File: src/rtl/fulladder_bist.sv
// rtl/fulladder_bist.sv - built-in self-test engine for a 1-bit full adder
//
// Drives all eight {a,b,cin} combinations into an external full adder, samples
// {cout,sum} after SETTLE cycles per vector, repeats for PASSES sweeps and
// reports the mismatch count plus the first failing vector and its response.
//
// Ports:
//   clk        in   clock, rising edge
//   rst        in   synchronous active-high reset
//   start      in   run request, sampled only while idle
//   a,b,cin    out  stimulus to the adder under test
//   cout,sum   in   response from the adder under test
//   busy       out  high while vectors are applied
//   done       out  one-cycle end-of-run pulse
//   pass       out  last run had zero mismatches (held until next start)
//   err_cnt    out  mismatch count, saturating at 15
//   fail_vec   out  {a,b,cin} of the first mismatch
//   fail_resp  out  {cout,sum} observed at the first mismatch
module fulladder_bist #(
  parameter int SETTLE = 1,
  parameter int PASSES = 1
) (
  input  logic       clk,
  input  logic       rst,
  input  logic       start,
  output logic       a,
  output logic       b,
  output logic       cin,
  input  logic       cout,
  input  logic       sum,
  output logic       busy,
  output logic       done,
  output logic       pass,
  output logic [3:0] err_cnt,
  output logic [2:0] fail_vec,
  output logic [1:0] fail_resp
);

  localparam logic [3:0] LP_SETTLE_LAST = 4'(SETTLE - 1);
  localparam logic [3:0] LP_PASS_LAST   = 4'(PASSES - 1);

  typedef enum logic [1:0] {
    S_IDLE  = 2'd0,
    S_DRIVE = 2'd1,
    S_DONE  = 2'd2
  } state_t;

  state_t     r_state;
  state_t     w_state_next;

  logic [2:0] r_vec;
  logic [3:0] r_settle_cnt;
  logic [3:0] r_pass_cnt;
  logic [3:0] r_err_cnt;
  logic [2:0] r_fail_vec;
  logic [1:0] r_fail_resp;
  logic       r_pass;

  logic       w_sample;
  logic       w_last;
  logic [1:0] w_expect;
  logic       w_mismatch;
  logic [3:0] w_err_next;

  // The response is judged on the last cycle a vector is held.
  assign w_sample   = (r_state == S_DRIVE) && (r_settle_cnt == LP_SETTLE_LAST);
  assign w_last     = w_sample && (r_vec == 3'd7) && (r_pass_cnt == LP_PASS_LAST);

  // Reference {cout,sum}: majority and parity of the three inputs.
  assign w_expect[1] = (r_vec[2] & r_vec[1]) | (r_vec[2] & r_vec[0]) | (r_vec[1] & r_vec[0]);
  assign w_expect[0] = ^r_vec;

  assign w_mismatch = w_sample && ({cout, sum} != w_expect);
  assign w_err_next = (w_mismatch && (r_err_cnt != 4'hf)) ? r_err_cnt + 4'd1 : r_err_cnt;

  // State register
  always_ff @(posedge clk) begin
    if (rst) begin
      r_state <= S_IDLE;
    end else begin
      r_state <= w_state_next;
    end
  end

  // Next-state logic
  always_comb begin
    w_state_next = r_state;
    case (r_state)
      S_IDLE:  if (start) w_state_next = S_DRIVE;
      S_DRIVE: if (w_last) w_state_next = S_DONE;
      S_DONE:  w_state_next = S_IDLE;
      default: w_state_next = S_IDLE;
    endcase
  end

  // Counters and result registers
  always_ff @(posedge clk) begin
    if (rst) begin
      r_vec        <= 3'd0;
      r_settle_cnt <= 4'd0;
      r_pass_cnt   <= 4'd0;
      r_err_cnt    <= 4'd0;
      r_fail_vec   <= 3'd0;
      r_fail_resp  <= 2'd0;
      r_pass       <= 1'b0;
    end else begin
      case (r_state)
        S_IDLE: begin
          if (start) begin
            r_vec        <= 3'd0;
            r_settle_cnt <= 4'd0;
            r_pass_cnt   <= 4'd0;
            r_err_cnt    <= 4'd0;
            r_fail_vec   <= 3'd0;
            r_fail_resp  <= 2'd0;
            r_pass       <= 1'b0;
          end
        end
        S_DRIVE: begin
          r_err_cnt <= w_err_next;
          // Only the first mismatch of a run is recorded.
          if (w_mismatch && (r_err_cnt == 4'd0)) begin
            r_fail_vec  <= r_vec;
            r_fail_resp <= {cout, sum};
          end
          if (w_sample) begin
            r_settle_cnt <= 4'd0;
            r_vec        <= r_vec + 3'd1;
            if (r_vec == 3'd7) r_pass_cnt <= r_pass_cnt + 4'd1;
            // Verdict includes the comparison made on this same edge.
            if (w_last) r_pass <= (w_err_next == 4'd0);
          end else begin
            r_settle_cnt <= r_settle_cnt + 4'd1;
          end
        end
        default: begin
        end
      endcase
    end
  end

  // Outputs
  always_comb begin
    a    = 1'b0;
    b    = 1'b0;
    cin  = 1'b0;
    busy = 1'b0;
    done = 1'b0;
    case (r_state)
      S_DRIVE: begin
        {a, b, cin} = r_vec;
        busy        = 1'b1;
      end
      S_DONE:  done = 1'b1;
      default: begin
      end
    endcase
  end

  assign pass      = r_pass;
  assign err_cnt   = r_err_cnt;
  assign fail_vec  = r_fail_vec;
  assign fail_resp = r_fail_resp;

endmodule

File: config.mk
export PLATFORM = sky130hd
export DESIGN_NAME = fulladder_bist
export DESIGN_NICKNAME = d
export VERILOG_FILES = /design/src/rtl/fulladder_bist.sv
export SDC_FILE = /design/constraint.sdc
export NUM_CORES = 1
export LEC_CHECK = 0
export ABC_AREA = 1
export BUFFER_PORTS_ARGS = -buffer_cell sky130_fd_sc_hd__buf_4
export CAP_MARGIN = 20
export CORE_AREA = 4 4 71 73
export CTS_CLUSTER_DIAMETER = 40
export CTS_CLUSTER_SIZE = 30
export DETAILED_ROUTE_END_ITERATION = 10
export DIE_AREA = 0 0 75 77
export PLACE_DENSITY_LB_ADDON = 0.12
export RECOVER_POWER = 50
export SLEW_MARGIN = 20
export SYNTH_ARGS = -nofsm -noshare
export SYNTH_HDL_FRONTEND = slang
export SYNTH_SLANG_ARGS = --single-unit
File: constraint.sdc
create_clock -name clk -period 5.5 [get_ports clk]
set_clock_uncertainty 0.15 [all_clocks]
set_input_delay 1.1 -clock clk [delete_from_list [all_inputs] [get_ports clk]]
set_output_delay 1.1 -clock clk [all_outputs]
set_load 0.03 [all_outputs]
==> flow_metrics.py <==
metrics = {
    "floorplan": {
        "placementRows": 24,
        "io_pins": 20,
        "die_width_um": 75,
        "core_mm2": 0.004354,
        "die_area_mm2": 0.005775,
        "floorplan.die.height_um": 77,
        "start_util_pct": 29.86,
    },
    "finish": {
        "drive_above_1_share_pct": 12.89,
        "finish.net_count": 209,
        "antenna_cells_inserted": 0,
        "final_cell_utilization_of_the_core_pct": 34.11,
        "areaGrowthSynthToFinish_pct": 14.24,
    },
    "cts": {
        "cts_setup_buffers": 0,
        "ctsResizeCount": 0,
        "clk_latency_ns": 0.27,
        "cts-root-buf": "sky130_fd_sc_hd__clkbuf_8",
        "clock_slew_seen_by_the_registers_of_the_worst_setup_and_hold_paths_ns": 0.09,
        "htreeDepth": 1,
        "holdBufCountCts": 0,
        "clock_tree_from_tritoncts": "yes",
        "cts.path.max_buffers": 2,
        "numCtsBuffers": 3,
        "tritoncts_num_sinks": 23,
    },
    "sta": {
        "max_freq_mhz": 340.0,
        "rsz_0062_raised_after_global_routing": "no",
        "finalHoldViolations": 0,
        "setup_viol": 0,
        "finalCritPeriodShare_pct": 53.48,
        "fin_setup_tns_ns": 0,
        "tightestPinTransition_ns": 0.7866,
        "fin_worst_hold_slack_ns": 0.3140,
        "setup_ws_post_layout_ns": 2.559,
        "layout_min_cycle_time_ns": 2.941,
        "max-slew-margin-rel_pct": 47.36,
        "maxSlewViolCount": 0,
    },
    "yosys": {
        "syn-mean-instance-area_um2": 7.514,
        "mappedNetlistArea_mm2": 0.001300,
        "synth-seq-cells": 23,
        "ys_seq_area_share_pct": 35.42,
        "synth-edff-count": 0,
        "asyncSetResetFlopFracSynth_pct": 0,
        "leading_cell_types_by_total_area_after_synthesis": "sky130_fd_sc_hd__dfxtp_1 (35%), sky130_fd_sc_hd__nand2_1 (10%), sky130_fd_sc_hd__ha_1 (7.7%), sky130_fd_sc_hd__inv_1 (7.5%), sky130_fd_sc_hd__a21oi_1 (4.6%)",
        "yosysUniqueCellTypes": 35,
        "most_numerous_cell_in_the_yosys_netlist": "sky130_fd_sc_hd__nand2_1",
        "netlist.top_cell.by_area": "sky130_fd_sc_hd__dfxtp_1",
        "synth_ff_type": "sky130_fd_sc_hd__dfxtp_1",
        "synthTopCellsByCount": "sky130_fd_sc_hd__nand2_1 (36), sky130_fd_sc_hd__inv_1 (26), sky130_fd_sc_hd__dfxtp_1 (23)",
        "synthesis.instances": 173,
        "synth_top_cell_area_share_pct": 35.42,
        "yosys_warnings": 0,
        "syn_nets": 187,
    },
    "global_route": {
        "antenna_found_initial": 0,
        "grt.total_usage_pct": 11.91,
        "grt_pass1_vias": 1163,
        "maximum_number_of_pins_on_one_net_before_global_route_repair": 14,
        "gr-total-overflow": 0,
        "grt_first_pass_wirelength_um": 5471,
    },
    "power_and_ir_drop": {
        "leakagePower_nw": 0.6287,
        "share_comb_of_total_power_pct": 22.7,
        "cell_internal_pwr_uw": 252.9,
        "power.density_cell_area_mw_per_mm2": 252.1,
        "sw_frac_of_total_pct": 32.46,
        "power.ir.vdd_worst_mv": 0.1058,
        "switching_power_uw": 121.5,
        "share_clk_of_total_power_pct": 29.1,
        "part_of_the_power_in_registers_pct": 48.2,
    },
    "worst_setup_path": {
        "critical_path_peak_fanout": 12,
        "crit_path_end_kind": "primary output",
        "timing.critical_path.required_ns": 4.25,
        "worst-endpoint-arrival_ns": 1.69,
        "slowest_cell_on_crit_path": "sky130_fd_sc_hd__nor2_1",
        "reg2reg_slack_ns": 3.35,
        "timing.critical_path.cells": "inv_1, nor2_1, buf_4",
        "crit_cells": 3,
        "critical_path.top_delay_family": "simple AND/OR/NAND/NOR gates",
        "cp-start-kind": "register",
        "critPathLaunch": "r_state[0]$_SDFFE_PP0P_",
        "rr_startpoint": "r_state[0]$_SDFFE_PP0P_",
        "worst_reg_to_reg_cells": 9,
        "path_buf_inv": 2,
        "criticalPathCategory": "reg2out",
        "setup.worst_path.end": "busy",
        "worst_r2r_endpoint": "pass$_SDFFE_PP0P_",
        "highest_cell_delay_on_the_worst_timing_path_ns": 0.61,
    },
    "detailed_routing": {
        "dr.pass1.iters": 4,
        "routedWlPerCell_um": 12.09,
        "antenna_violating_nets_post_route": 0,
        "detail_route.iter0.violations": 73,
        "drt_drc_violations_left": 0,
        "post_drt_via_cell_ratio": 4.728,
        "routed_wl_um": 2973,
        "via_count": 1163,
    },
    "outcome": {
        "status": "complete, no violations",
    },
    "placement": {
        "buffer_ports.inserted": 19,
        "dpl.hpwl_um": 2352,
        "post-place-ws_ns": 3.000,
        "gp_congestion": 0.7990,
    },
    "job": {
        "maxcap_viol_count": 0,
    },
    "worst_hold_path": {
        "min_path_type": "reg2reg",
    },
}
[cells by family after synthesis]
kind of cell | Yosys count | synth area share (%)
and+or+nand+nor | 78 | 30.41
xor gates and xnor gates | 2 | 1.348
adders and majority gates | 9 | 9.240
buffers and inverters | 30 | 9.238
DFF | 23 | 35.42
AOI/OAI and AO/OA | 31 | 14.34
[metal layers]
metal  track usage (%)  wire length (um)  up-vias
met5                 0                 0        -
met4             4.093                44        0
met3             2.484                86        5
met2             18.12              1413       10
met1             16.40              1428      544
li1                  -                 -      604
[layout by cell type, fill, tap and decap left out, types with 3 or more instances in the layout]
master,n
sky130_fd_sc_hd__a21oi_1,12
sky130_fd_sc_hd__buf_4,13
sky130_fd_sc_hd__clkbuf_1,7
sky130_fd_sc_hd__clkbuf_8,3
sky130_fd_sc_hd__dfxtp_1,23
sky130_fd_sc_hd__ha_1,8
sky130_fd_sc_hd__inv_1,26
sky130_fd_sc_hd__nand2_1,36
sky130_fd_sc_hd__nand2_2,4
sky130_fd_sc_hd__nand3_1,13
sky130_fd_sc_hd__nand4_1,3
sky130_fd_sc_hd__nor2_1,13
sky130_fd_sc_hd__o21ai_0,11
[worst min-delay path by stage]
stage,start,end,cells after the start,slack [ns]
final,fail_vec[2]$_SDFFE_PP0P_,fail_vec[2]$_SDFFE_PP0P_,2,0.31
after global routing,fail_vec[1]$_SDFFE_PP0P_,fail_vec[1]$_SDFFE_PP0P_,2,0.35
after CTS,fail_vec[2]$_SDFFE_PP0P_,fail_vec[2]$_SDFFE_PP0P_,2,0.32
after detailed placement,fail_vec[2]$_SDFFE_PP0P_,fail_vec[2]$_SDFFE_PP0P_,2,0.31
after global placement,fail_vec[2]$_SDFFE_PP0P_,fail_vec[2]$_SDFFE_PP0P_,2,0.30
after floorplan,r_settle_cnt[2]$_SDFFE_PP0P_,r_settle_cnt[2]$_SDFFE_PP0P_,2,0.30
[worst register-to-register path, delay by kind of cell (launching register included)]
family	cells	cell delay [ns]
AO/OA/AOI/OAI	2	0.35
buffers and inverters	2	0.13
flip-flops	1	0.45
AND/OR/NAND/NOR	5	0.98
[per-stage QoR]
| stage | instances | area (um^2) | power, mW |
|---|---|---|---|
| CTS | 246 | 1538 | 0.3850 |
| global placement | 242 | 1493 | 0.2758 |
| floorplan | 173 | 1300 | 0.2526 |
| detailed placement | 242 | 1493 | 0.2775 |
| global route | 246 | 1485 | 0.4002 |
| finish | 246 | 1485 | 0.3744 |
[power by group through the flow]
stage | logic [mW] | registers, mW | clock network [mW]
finish | 0.0850 | 0.181 | 0.109
global route | 0.0975 | 0.182 | 0.120
CTS | 0.0931 | 0.181 | 0.111
detailed placement | 0.0929 | 0.185 | 0
global placement | 0.0913 | 0.185 | 0
floorplan | 0.0645 | 0.188 | 0
[sequential cells by signal (all words and copies together), names as in the netlist]
register and flops:
r_state 2, r_pass_cnt 4, r_settle_cnt 4, r_vec 3
pass 1, err_cnt 4, fail_vec 3, fail_resp 2
[cell type report]
cell class	count	area [um^2]
Clock buffer	4	45.04
Fill cell	467	2869
Inverter	28	105.1
Multi-Input combinational cell	120	689.4
Sequential cell	23	460.4
Tap cell	52	65.06
Timing Repair Buffer	19	120.1
Note: power is estimated with default switching activity, not from simulation.
